File: config.mk
export PLATFORM = sky130hd
export DESIGN_NAME = usb_rx_packet
export DESIGN_NICKNAME = d
export VERILOG_FILES = /design/src/rtl/usb_rx_packet.sv
export SDC_FILE = /design/constraint.sdc
export NUM_CORES = 1
export LEC_CHECK = 0
export CAP_MARGIN = 20
export CORE_MARGIN = 5
export CORE_UTILIZATION = 56
export DETAILED_ROUTE_END_ITERATION = 12
export HOLD_SLACK_MARGIN = 0.08
export PLACE_DENSITY_LB_ADDON = 0.08
export SYNTH_ARGS = -nofsm -noshare
export SYNTH_HDL_FRONTEND = slang
export SYNTH_SLANG_ARGS = --single-unit
File: constraint.sdc
create_clock -name clk -period 3.2 [get_ports clk]
set_input_delay 0.48 -clock clk [delete_from_list [all_inputs] [get_ports clk]]
set_output_delay 0.48 -clock clk [all_outputs]
set_load 0.05 [all_outputs]
File: src/rtl/usb_rx_packet.sv
// Full-speed USB receive front end: recovers bits from the D+/D- pair, decodes NRZI,
// removes stuffed bits, checks SYNC and PID, and writes payload bytes to a FIFO.
module usb_rx_packet #(
    parameter int unsigned CLKS_PER_BIT = 8,
    parameter int unsigned MAX_BYTES    = 64
) (
    input  logic       clk,
    input  logic       rst,
    input  logic       d_plus,
    input  logic       d_minus,
    input  logic       fifo_full,
    output logic       w_enable,
    output logic [7:0] w_data,
    output logic       rcving,
    output logic [3:0] rx_pid,
    output logic       rx_done,
    output logic       rx_error,
    output logic [6:0] byte_count
);
    localparam int unsigned CNT_W     = $clog2(CLKS_PER_BIT);
    localparam int unsigned STROBE_AT = CLKS_PER_BIT / 2 - 1;
    localparam int unsigned STUFF_RUN = 6;

    typedef enum logic [2:0] {
        S_IDLE, S_SYNC, S_PID, S_DATA, S_EOP1, S_EOP2, S_ERR
    } state_e;

    state_e           state_q;
    logic [CNT_W-1:0] cnt_q;
    logic             dp_q;
    logic             prev_q;
    logic [6:0]       sr_q;
    logic [2:0]       bit_cnt_q;
    logic [2:0]       ones_q;
    logic             err_se0_q;
    logic             w_enable_q;
    logic [7:0]       w_data_q;
    logic             rcving_q;
    logic [3:0]       rx_pid_q;
    logic             rx_done_q;
    logic             rx_error_q;
    logic [6:0]       byte_count_q;

    logic       strobe, se0, se1, j_sym, k_sym, data_sym, bit_val, at_run;
    logic       kept, byte_done, in_pkt, byte_bad, fail;
    logic [7:0] sr_d;

    // Symbol decode at the mid-bit strobe and error detection for the current state
    always_comb begin
        strobe    = (cnt_q == CNT_W'(STROBE_AT));
        se0       = !d_plus && !d_minus;
        se1       = d_plus && d_minus;
        j_sym     = d_plus && !d_minus;
        k_sym     = !d_plus && d_minus;
        data_sym  = j_sym || k_sym;
        bit_val   = (d_plus == prev_q);
        at_run    = (ones_q == 3'(STUFF_RUN));
        kept      = data_sym && !at_run;
        sr_d      = {bit_val, sr_q};
        byte_done = kept && (bit_cnt_q == 3'd7);
        in_pkt    = (state_q == S_SYNC) || (state_q == S_PID) || (state_q == S_DATA);
        byte_bad  = 1'b0;
        case (state_q)
            S_SYNC:  byte_bad = (sr_d != 8'h80);
            S_PID:   byte_bad = (sr_d[7:4] != ~sr_d[3:0]);
            S_DATA:  byte_bad = (byte_count_q == 7'(MAX_BYTES)) || fifo_full;
            default: byte_bad = 1'b0;
        endcase
        fail = 1'b0;
        if (in_pkt) begin
            fail = se1
                || (se0 && !((state_q == S_DATA) && (bit_cnt_q == 3'd0)))
                || (data_sym && at_run && bit_val)
                || (byte_done && byte_bad);
        end else if (state_q == S_EOP1) begin
            fail = !se0;
        end else if (state_q == S_EOP2) begin
            fail = !j_sym;
        end
        fail = fail && strobe;
    end

    always_ff @(posedge clk or posedge rst) begin
        if (rst) begin
            state_q      <= S_IDLE;
            cnt_q        <= '0;
            dp_q         <= 1'b1;
            prev_q       <= 1'b1;
            sr_q         <= '0;
            bit_cnt_q    <= '0;
            ones_q       <= '0;
            err_se0_q    <= 1'b0;
            w_enable_q   <= 1'b0;
            w_data_q     <= '0;
            rcving_q     <= 1'b0;
            rx_pid_q     <= '0;
            rx_done_q    <= 1'b0;
            rx_error_q   <= 1'b0;
            byte_count_q <= '0;
        end else begin
            w_enable_q <= 1'b0;
            rx_done_q  <= 1'b0;
            dp_q       <= d_plus;
            // Bit clock realigns on every D+ edge
            if ((d_plus != dp_q) || (cnt_q == CNT_W'(CLKS_PER_BIT - 1))) begin
                cnt_q <= '0;
            end else begin
                cnt_q <= cnt_q + 1'b1;
            end
            if (strobe) begin
                prev_q <= d_plus;
                if (fail) begin
                    state_q    <= S_ERR;
                    rx_error_q <= 1'b1;
                    err_se0_q  <= se0;
                end else begin
                    case (state_q)
                        S_IDLE: begin
                            if (k_sym) begin
                                state_q      <= S_SYNC;
                                rcving_q     <= 1'b1;
                                rx_error_q   <= 1'b0;
                                byte_count_q <= '0;
                                sr_q         <= sr_d[7:1];
                                bit_cnt_q    <= 3'd1;
                                ones_q       <= '0;
                            end
                        end
                        S_SYNC, S_PID, S_DATA: begin
                            if (se0) begin
                                state_q <= S_EOP1;
                            end else if (kept) begin
                                ones_q    <= bit_val ? ones_q + 3'd1 : 3'd0;
                                sr_q      <= sr_d[7:1];
                                bit_cnt_q <= bit_cnt_q + 3'd1;
                                if (byte_done) begin
                                    if (state_q == S_SYNC) begin
                                        state_q <= S_PID;
                                    end else if (state_q == S_PID) begin
                                        state_q  <= S_DATA;
                                        rx_pid_q <= sr_d[3:0];
                                    end else begin
                                        w_enable_q   <= 1'b1;
                                        w_data_q     <= sr_d;
                                        byte_count_q <= byte_count_q + 7'd1;
                                    end
                                end
                            end else begin
                                ones_q <= '0;
                            end
                        end
                        S_EOP1: state_q <= S_EOP2;
                        S_EOP2: begin
                            state_q   <= S_IDLE;
                            rcving_q  <= 1'b0;
                            rx_done_q <= 1'b1;
                        end
                        S_ERR: begin
                            // Leave only after a line reset: SE0 then J
                            if (se0) begin
                                err_se0_q <= 1'b1;
                            end else if (j_sym && err_se0_q) begin
                                state_q   <= S_IDLE;
                                rcving_q  <= 1'b0;
                                err_se0_q <= 1'b0;
                            end else begin
                                err_se0_q <= 1'b0;
                            end
                        end
                        default: state_q <= S_IDLE;
                    endcase
                end
            end
        end
    end

    assign w_enable   = w_enable_q;
    assign w_data     = w_data_q;
    assign rcving     = rcving_q;
    assign rx_pid     = rx_pid_q;
    assign rx_done    = rx_done_q;
    assign rx_error   = rx_error_q;
    assign byte_count = byte_count_q;
endmodule

==> run summary, run 1 <==
Layout cells sized above 1: 19.5%
Setup TNS: 0 ns
DR WL met3: 139 um
Most common cell after layout, fill and taps aside: dfrtp_1
Total CTS buffers: 5
Layout Nets: 279
Combinational share of power: 36.8%
Core footprint: 0.00426 sq mm
Post-Syn Area: 0.00242 sq mm
Final HPWL DP: 3.48 mm
CTS H-Tree Depth: 2
P_int: 0.00109 W
Pleak: 1.34 nW
Synth Register Bits: 45
Die area: 0.00573 sq mm
Vias in the first global route: 1767
Post-DR wirelength/cell: 14.9 um
Hold buffer count at cts: 0
Syn_area_per_cell: 10.8 sq um
RSZ-0062 raised after global routing: no
Switch share: 38.5%
Clock tree buffer depth: 2
Clk_lat worst skew: 0.30 ns
Clock skew: 0.0133 ns
Met2 WL: 2.18 mm
Iter 0 DRT Violations: 132
Slowest stage cell, crit path: or4_1
Met1 WL: 2.27 mm
Hold WC Path Type: flop to flop
Hold Fails Final Rpt: 0
Commonest non-fill, non-tap cells in the layout: 43 x dfrtp_1, 27 x clkdlybuf4s50_1, 17 x mux2_2, 16 x nor2_1, 16 x o21ai_0
Worst Tran Pin Value: 0.537 ns
Cells after Synth: 224
Max Fclk: 349 MHz
Rows: 24
Sequential power share: 44.0%
Vias post-DR: 1741
Gr usage total: 18.8%
Clk pin slew, worst setup/hold paths: 0.08 ns
Ys flop type: dfrtp_1
Worst path max stage delay: 0.51 ns
Worst Setup End Kind: flop
Antenna violations before repair: 0
Post-synth EDFFs: 0
Routed Antenna Nets: 0
WP data required: 3.38 ns
Post-CTS Setup Bufs: 0
Routed WL: 4.67 mm
NetSw: 0.000684 W
Status: finished, final reports clean
Min cycle time layout: 2.87 ns
DRC violations left: 0
Syn_nets: 243
Fill count: 333
Largest net degree at the start of global routing: 32
Synth cell types: 46
Pre-antenna DRT Iters: 4
Critical Path Fanout Max: 4
Period utilisation layout: 89.6%
Power per cell area: 615 mW/mm^2
CP top delay family: simple AND/OR/NAND/NOR gates
Synth Warn #: 0
Clock root cell: clkbuf_8
Critical path, cell by cell: clkdlybuf4s50_1 -> inv_1 -> ha_1 -> and3_1 -> a211oi_1 -> a221oi_1 -> or4_1 -> nor3_2 -> buf_4 -> mux2_2
Overflow after GRT: 0
Die X: 75.7 um
Worst EP arrival: 3.05 ns
First-pass GRT wire length: 8.24 mm
DR top layer: met4
Seq/Total Area, Yosys: 46.7%
CP Launch Type: primary input
TritonCTS clock tree: done
I/O pin count: 28
Fin. max-slew vios: 0
Clock share of power: 19.2%
Setup CP Type: primary input to flop
Antenna fix cells: 0
Share of flip-flops with an asynchronous set or reset: 100%
Post-CTS Resized: 0
Crit path buffers/inverters: 3
Slew margin rel.: 63.9%
Routability cong.: 0.822
Clk sink count: 45
Initial Utilization: 56.7%
IO buf count: 27
Routed vias/inst: 5.56
Die Y: 75.7 um
Max Cap Viol: 0
Max IR drop VDD: 0.000334 V
Power Total: 0.00178 W
Area Growth Syn to Fin: 19.5%
# setup viols final: 0
-- power groups by stage --
stage	combinational (W)	clock, W	sequential [W]
after global placement	0.000647	0	0.000792
after global routing	0.000730	0.000378	0.000803
after floorplan	0.000416	0	0.000827
after CTS	0.000658	0.000353	0.000783
after detailed placement	0.000656	0	0.000795
final	0.000654	0.000341	0.000783
-- cells in the mapped netlist (2+ instances only) --
master    instances  area share (%)
o31ai_1           2            0.62
and2_1            2            0.52
ha_1             14             7.2
nand3b_1          2            0.62
nor2_1           16             2.5
nor2b_1           2            0.52
o21ai_0          16             3.3
a31oi_1           4             1.0
nand4_1           4             1.0
mux2_2           17             7.9
inv_1            15             2.3
a22o_1            3             1.1
mux2_4            6             3.7
nand2b_1          3            0.78
or2_2             2            0.52
xnor2_1           5             1.8
dfstp_2           2             2.2
mux2i_1           2            0.83
dfrtp_1          43              44
and3_1            6             1.6
nand3_1           5             1.0
a21oi_1           8             1.7
clkbuf_1          6            0.93
nand2_1          13             2.0
nor4_1            5             1.3
-- worst paths after layout --
check	from	endpoint	slack [ns]	cells after the start
max reg2reg	byte_count[1]$_DFFE_PP0P_	sr_q[0]$_DFFE_PP0P_	0.46	8
max in group asynchronous	rst	dp_q$_DFF_PP1_	1.96	3
max	d_plus	rx_pid[3]$_DFFE_PP0P_	0.33	10
min in group asynchronous	rst	byte_count[0]$_DFFE_PP0P_	0.45	2
min reg2reg	cnt_q[0]$_DFF_PP0_	cnt_q[0]$_DFF_PP0_	0.44	1
min	cnt_q[0]$_DFF_PP0_	cnt_q[0]$_DFF_PP0_	0.44	1
-- stage by stage --
step	utilization (%)	instance area [sq um]	hold slack, ns	setup WS, ns	instances
3_3_place_gp	65.7	2800	0.425	0.0505	305
4_1_cts	67.8	2890	0.447	0.326	313
3_5_place_dp	65.7	2800	0.433	0.0181	305
2_1_floorplan	-	2420	0.410	0.126	224
6_report	67.8	2890	0.439	0.334	313
5_1_grt	67.8	2890	0.473	0.199	313
-- flip-flops by register name, indices dropped and copies added, names as in the netlist, 3 cells and up --
| signal | flops |
|---|---|
| byte_count | 7 |
| ones_q | 3 |
| bit_cnt_q | 3 |
| w_data | 8 |
| sr_q | 7 |
| state_q | 3 |
| cnt_q | 3 |
| rx_pid | 4 |
-- area by class of cell --
| type | instances | area, sq um | share of cell area (%) |
|---|---|---|---|
| clock inverter | 3 | 17.5 | 0.606 |
| inverter | 15 | 56.3 | 1.95 |
| multi-input combinational | 156 | 1190 | 41.4 |
| tap | 52 | 65.1 | 2.25 |
| clock buffer | 5 | 68.8 | 2.38 |
| sequential | 45 | 1130 | 39.1 |
| timing repair buffer | 37 | 358 | 12.4 |
-- layer usage --
metal	up-vias	global-route usage [%]
li1	868	-
met1	837	26.2
met2	29	29.7
met3	7	3.17
met4	0	6.60
met5	-	0
-- cell families (layout without fill, tap and decap cells) --
family	after synthesis	count (layout)	synth area share [%]
AND/OR/NAND/NOR	69	69	15.7
flip-flops	45	45	46.7
multiplexers	25	25	12.5
buffers and inverters	23	60	3.93
AO/OA/AOI/OAI	42	42	11.2
XOR/XNOR	6	6	2.79
adder cells (fa/ha/maj)	14	14	7.24
Power figures use the tool's default switching activity.
==> run 2, diff against run 1 <==
- ABC_AREA: unset -> 1
- CORE_UTILIZATION: 56 -> 63
- DONT_BUFFER_PORTS: unset -> 1
==> run 2 against run 1 <==
Net effect:
- global-route usage grew 1.6 points
- clock skew grew 0.0014 ns
- synthesized cell count grew 44%
- sequential cell count is the same
- sequential share of layout area grew 2.8 points
- combinational power shrank 9.9%
- register-to-register slack gained 0.18 ns
- highest routed layer unchanged
- die area shrank 5.2%
- critical endpoint is now bit_cnt_q[0]$_DFFE_PP0P_
- wire length grew 5.6%
- fmax grew 12%
==> run summary, run 2 <==
Antenna violations before repair: 0
Worst Tran Pin Value: 0.911 ns
Routed vias/inst: 5.33
Clk pin slew, worst setup/hold paths: 0.09 ns
Die area: 0.00544 sq mm
Cell Area, Placed: 0.00260 sq mm
Synth area leader: dfrtp_1
Pre-antenna DRT Iters: 4
Hold WC Path Type: primary input to flop
IO buf count: 0
Vias in the first global route: 1986
Core footprint: 0.00397 sq mm
Rows: 23
Routed Antenna Nets: 0
Power per cell area: 638 mW/mm^2
Max IR drop VDD: 0.000461 V
Final core occ: 67.8%
Clk_lat worst skew: 0.30 ns
Period utilisation layout: 80.1%
DRC violations left: 0
Overflow after GRT: 0
I/O pin count: 28
Hold Fails Final Rpt: 0
Ys flop type: dfrtp_1
Max Fclk: 390 MHz
Worst Setup End Kind: flop
Iter 0 DRT Violations: 142
Max reg flops: 8
Die Y: 73.7 um
Clock skew: 0.0147 ns
Critical Path Fanout Max: 20
Power Total: 0.00172 W
Largest net degree at the start of global routing: 46
Routability cong.: 0.838
Syn_area_per_cell: 7.95 sq um
CP Launch Type: flop
Area Growth Syn to Fin: 5.23%
Post-Syn Area: 0.00256 sq mm
Worst setup margin: 0.638 ns
Pleak: 1.35 nW
Commonest cells in the netlist: 94 x nand2_1, 43 x dfrtp_1, 43 x inv_1, 23 x nor2_1, 19 x o21ai_0
Commonest non-fill, non-tap cells in the layout: 94 x nand2_1, 43 x dfrtp_1, 42 x inv_1, 23 x nor2_1, 19 x o21ai_0
Synth Register Bits: 45
Min cycle time layout: 2.56 ns
Antenna fix cells: 0
Seq/Total Area, Yosys: 44.1%
Most common cell after layout, fill and taps aside: nand2_1
WP data required: 3.36 ns
Routed WL: 4.93 mm
RSZ-0062 raised after global routing: no
Top-count cell post-synth: nand2_1
# setup viols final: 0
Clock root cell: clkbuf_8
CTS H-Tree Depth: 2
Post-DR wirelength/cell: 13.0 um
Layout cells sized above 1: 11.9%
Slew margin rel.: 39.2%
Share of flip-flops with an asynchronous set or reset: 100%
Vias post-DR: 2014
Setup CP Type: flop to flop
Post-synth EDFFs: 0
Clock tree buffer depth: 2
Cells after Synth: 322
Synth cell types: 32
Initial Utilization: 64.4%
Status: finished, final reports clean
Dpl ws: 0.634 ns
Die X: 73.7 um
Clk sink count: 45
Area contributors post-synth: dfrtp_1 42%, nand2_1 14%, ha_1 6.8%, inv_1 6.3%, o21ai_0 3.7%
Hold path depth: 0
Final instance area: 0.00269 sq mm
Post-CTS Setup Bufs: 0
Final HPWL DP: 3.66 mm
First-pass GRT wire length: 8.71 mm
Syn_nets: 341
Worst EP arrival: 2.72 ns
Setup TNS: 0 ns
Max Cap Viol: 0
TritonCTS clock tree: done
Hold buffer count at cts: 0
Gr usage total: 20.4%
Yosys top cell area share: 42.1%
Total CTS buffers: 5
Fin. max-slew vios: 0
Post-CTS Resized: 0
R2R depth: 16
Layout Nets: 346
Synth Warn #: 0
-- run 2: cell types whose count changed in the layout (fill, tap and decap cells not counted), moves of 7 or more --
cell,previous run,this run
mux2_2,17,0
inv_1,14,42
o21ai_1,0,11
nand2_1,13,94
nor2_1,16,23
clkdlybuf4s50_1,27,0
-- run 2: logic make-up (layout without fill, tap and decap cells) --
group / after synthesis / count (layout) / synth area share, %
and+or+nand+nor: 156 / 156 / 26.9
buffers and inverters: 57 / 63 / 10.1
AOI/OAI and AO/OA: 46 / 46 / 10.7
DFF: 45 / 45 / 44.1
adders and majority gates: 14 / 14 / 6.85
xor gates and xnor gates: 4 / 4 / 1.37
-- run 2: per-layer routing --
| metal | vias to the layer above | wire, um | part of all wire (%) | global-route usage, % |
|---|---|---|---|---|
| met2 | 42 | 2470 | 50 | 35.5 |
| met5 | - | 0 | 0 | 0 |
| met3 | 4 | 230 | 4.7 | 4.65 |
| li1 | 1029 | - | - | - |
| met1 | 939 | 2200 | 45 | 25.4 |
| met4 | 0 | 29 | 0.59 | 4.83 |
-- run 2: metrics by stage --
| step | hold slack, ns | cells |
|---|---|---|
| floorplan | 0.410 | 322 |
| global placement | 0.427 | 370 |
| detailed placement | 0.434 | 370 |
| CTS | 0.173 | 378 |
| global route | 0.165 | 378 |
| finish | 0.175 | 378 |
-- run 2: worst paths after layout --
path | from | end | slack, ns
max | byte_count[0]$_DFFE_PP0P_ | bit_cnt_q[0]$_DFFE_PP0P_ | 0.64
min | d_plus | dp_q$_DFF_PP1_ | 0.17
max reg2reg | byte_count[0]$_DFFE_PP0P_ | bit_cnt_q[0]$_DFFE_PP0P_ | 0.64
min reg2reg | cnt_q[0]$_DFF_PP0_ | cnt_q[0]$_DFF_PP0_ | 0.44
max in group asynchronous | rst | ones_q[1]$_DFFE_PP0P_ | 2.38
min in group asynchronous | rst | w_data[6]$_DFFE_PP0P_ | 0.25
-- run 2: worst max-delay path: stages, from the launching register on --
cell and delay (ns):
dfrtp_1 0.34, buf_4 0.22, inv_1 0.08, ha_1 0.19
nand2_1 0.05, nand3b_1 0.11, nand2_1 0.05, nand2_1 0.05
nand2_1 0.05, inv_1 0.04, nand2_1 0.04, nand2_1 0.06
nand2_1 0.08, nand2_2 0.21, nand3_1 0.53, nand2_1 0.22
o21ai_1 0.09
-- run 2: final cells by class --
class                   count  area (sq um)
fillers                   328          1280
multi-input cells         220          1170
flip-flops and latches     45          1130
inverters                  47           179
clock buffers               5          68.8
well taps                  50          62.6
repair buffers              8          60.1
clock inverters             3          22.5
-- run 2: power breakdown --
group,internal [W],switching [W]
Combinational,0.000186,0.000403
Clock,0.000153,0.000199
Sequential,0.000650,0.000127
Total,0.000989,0.000729
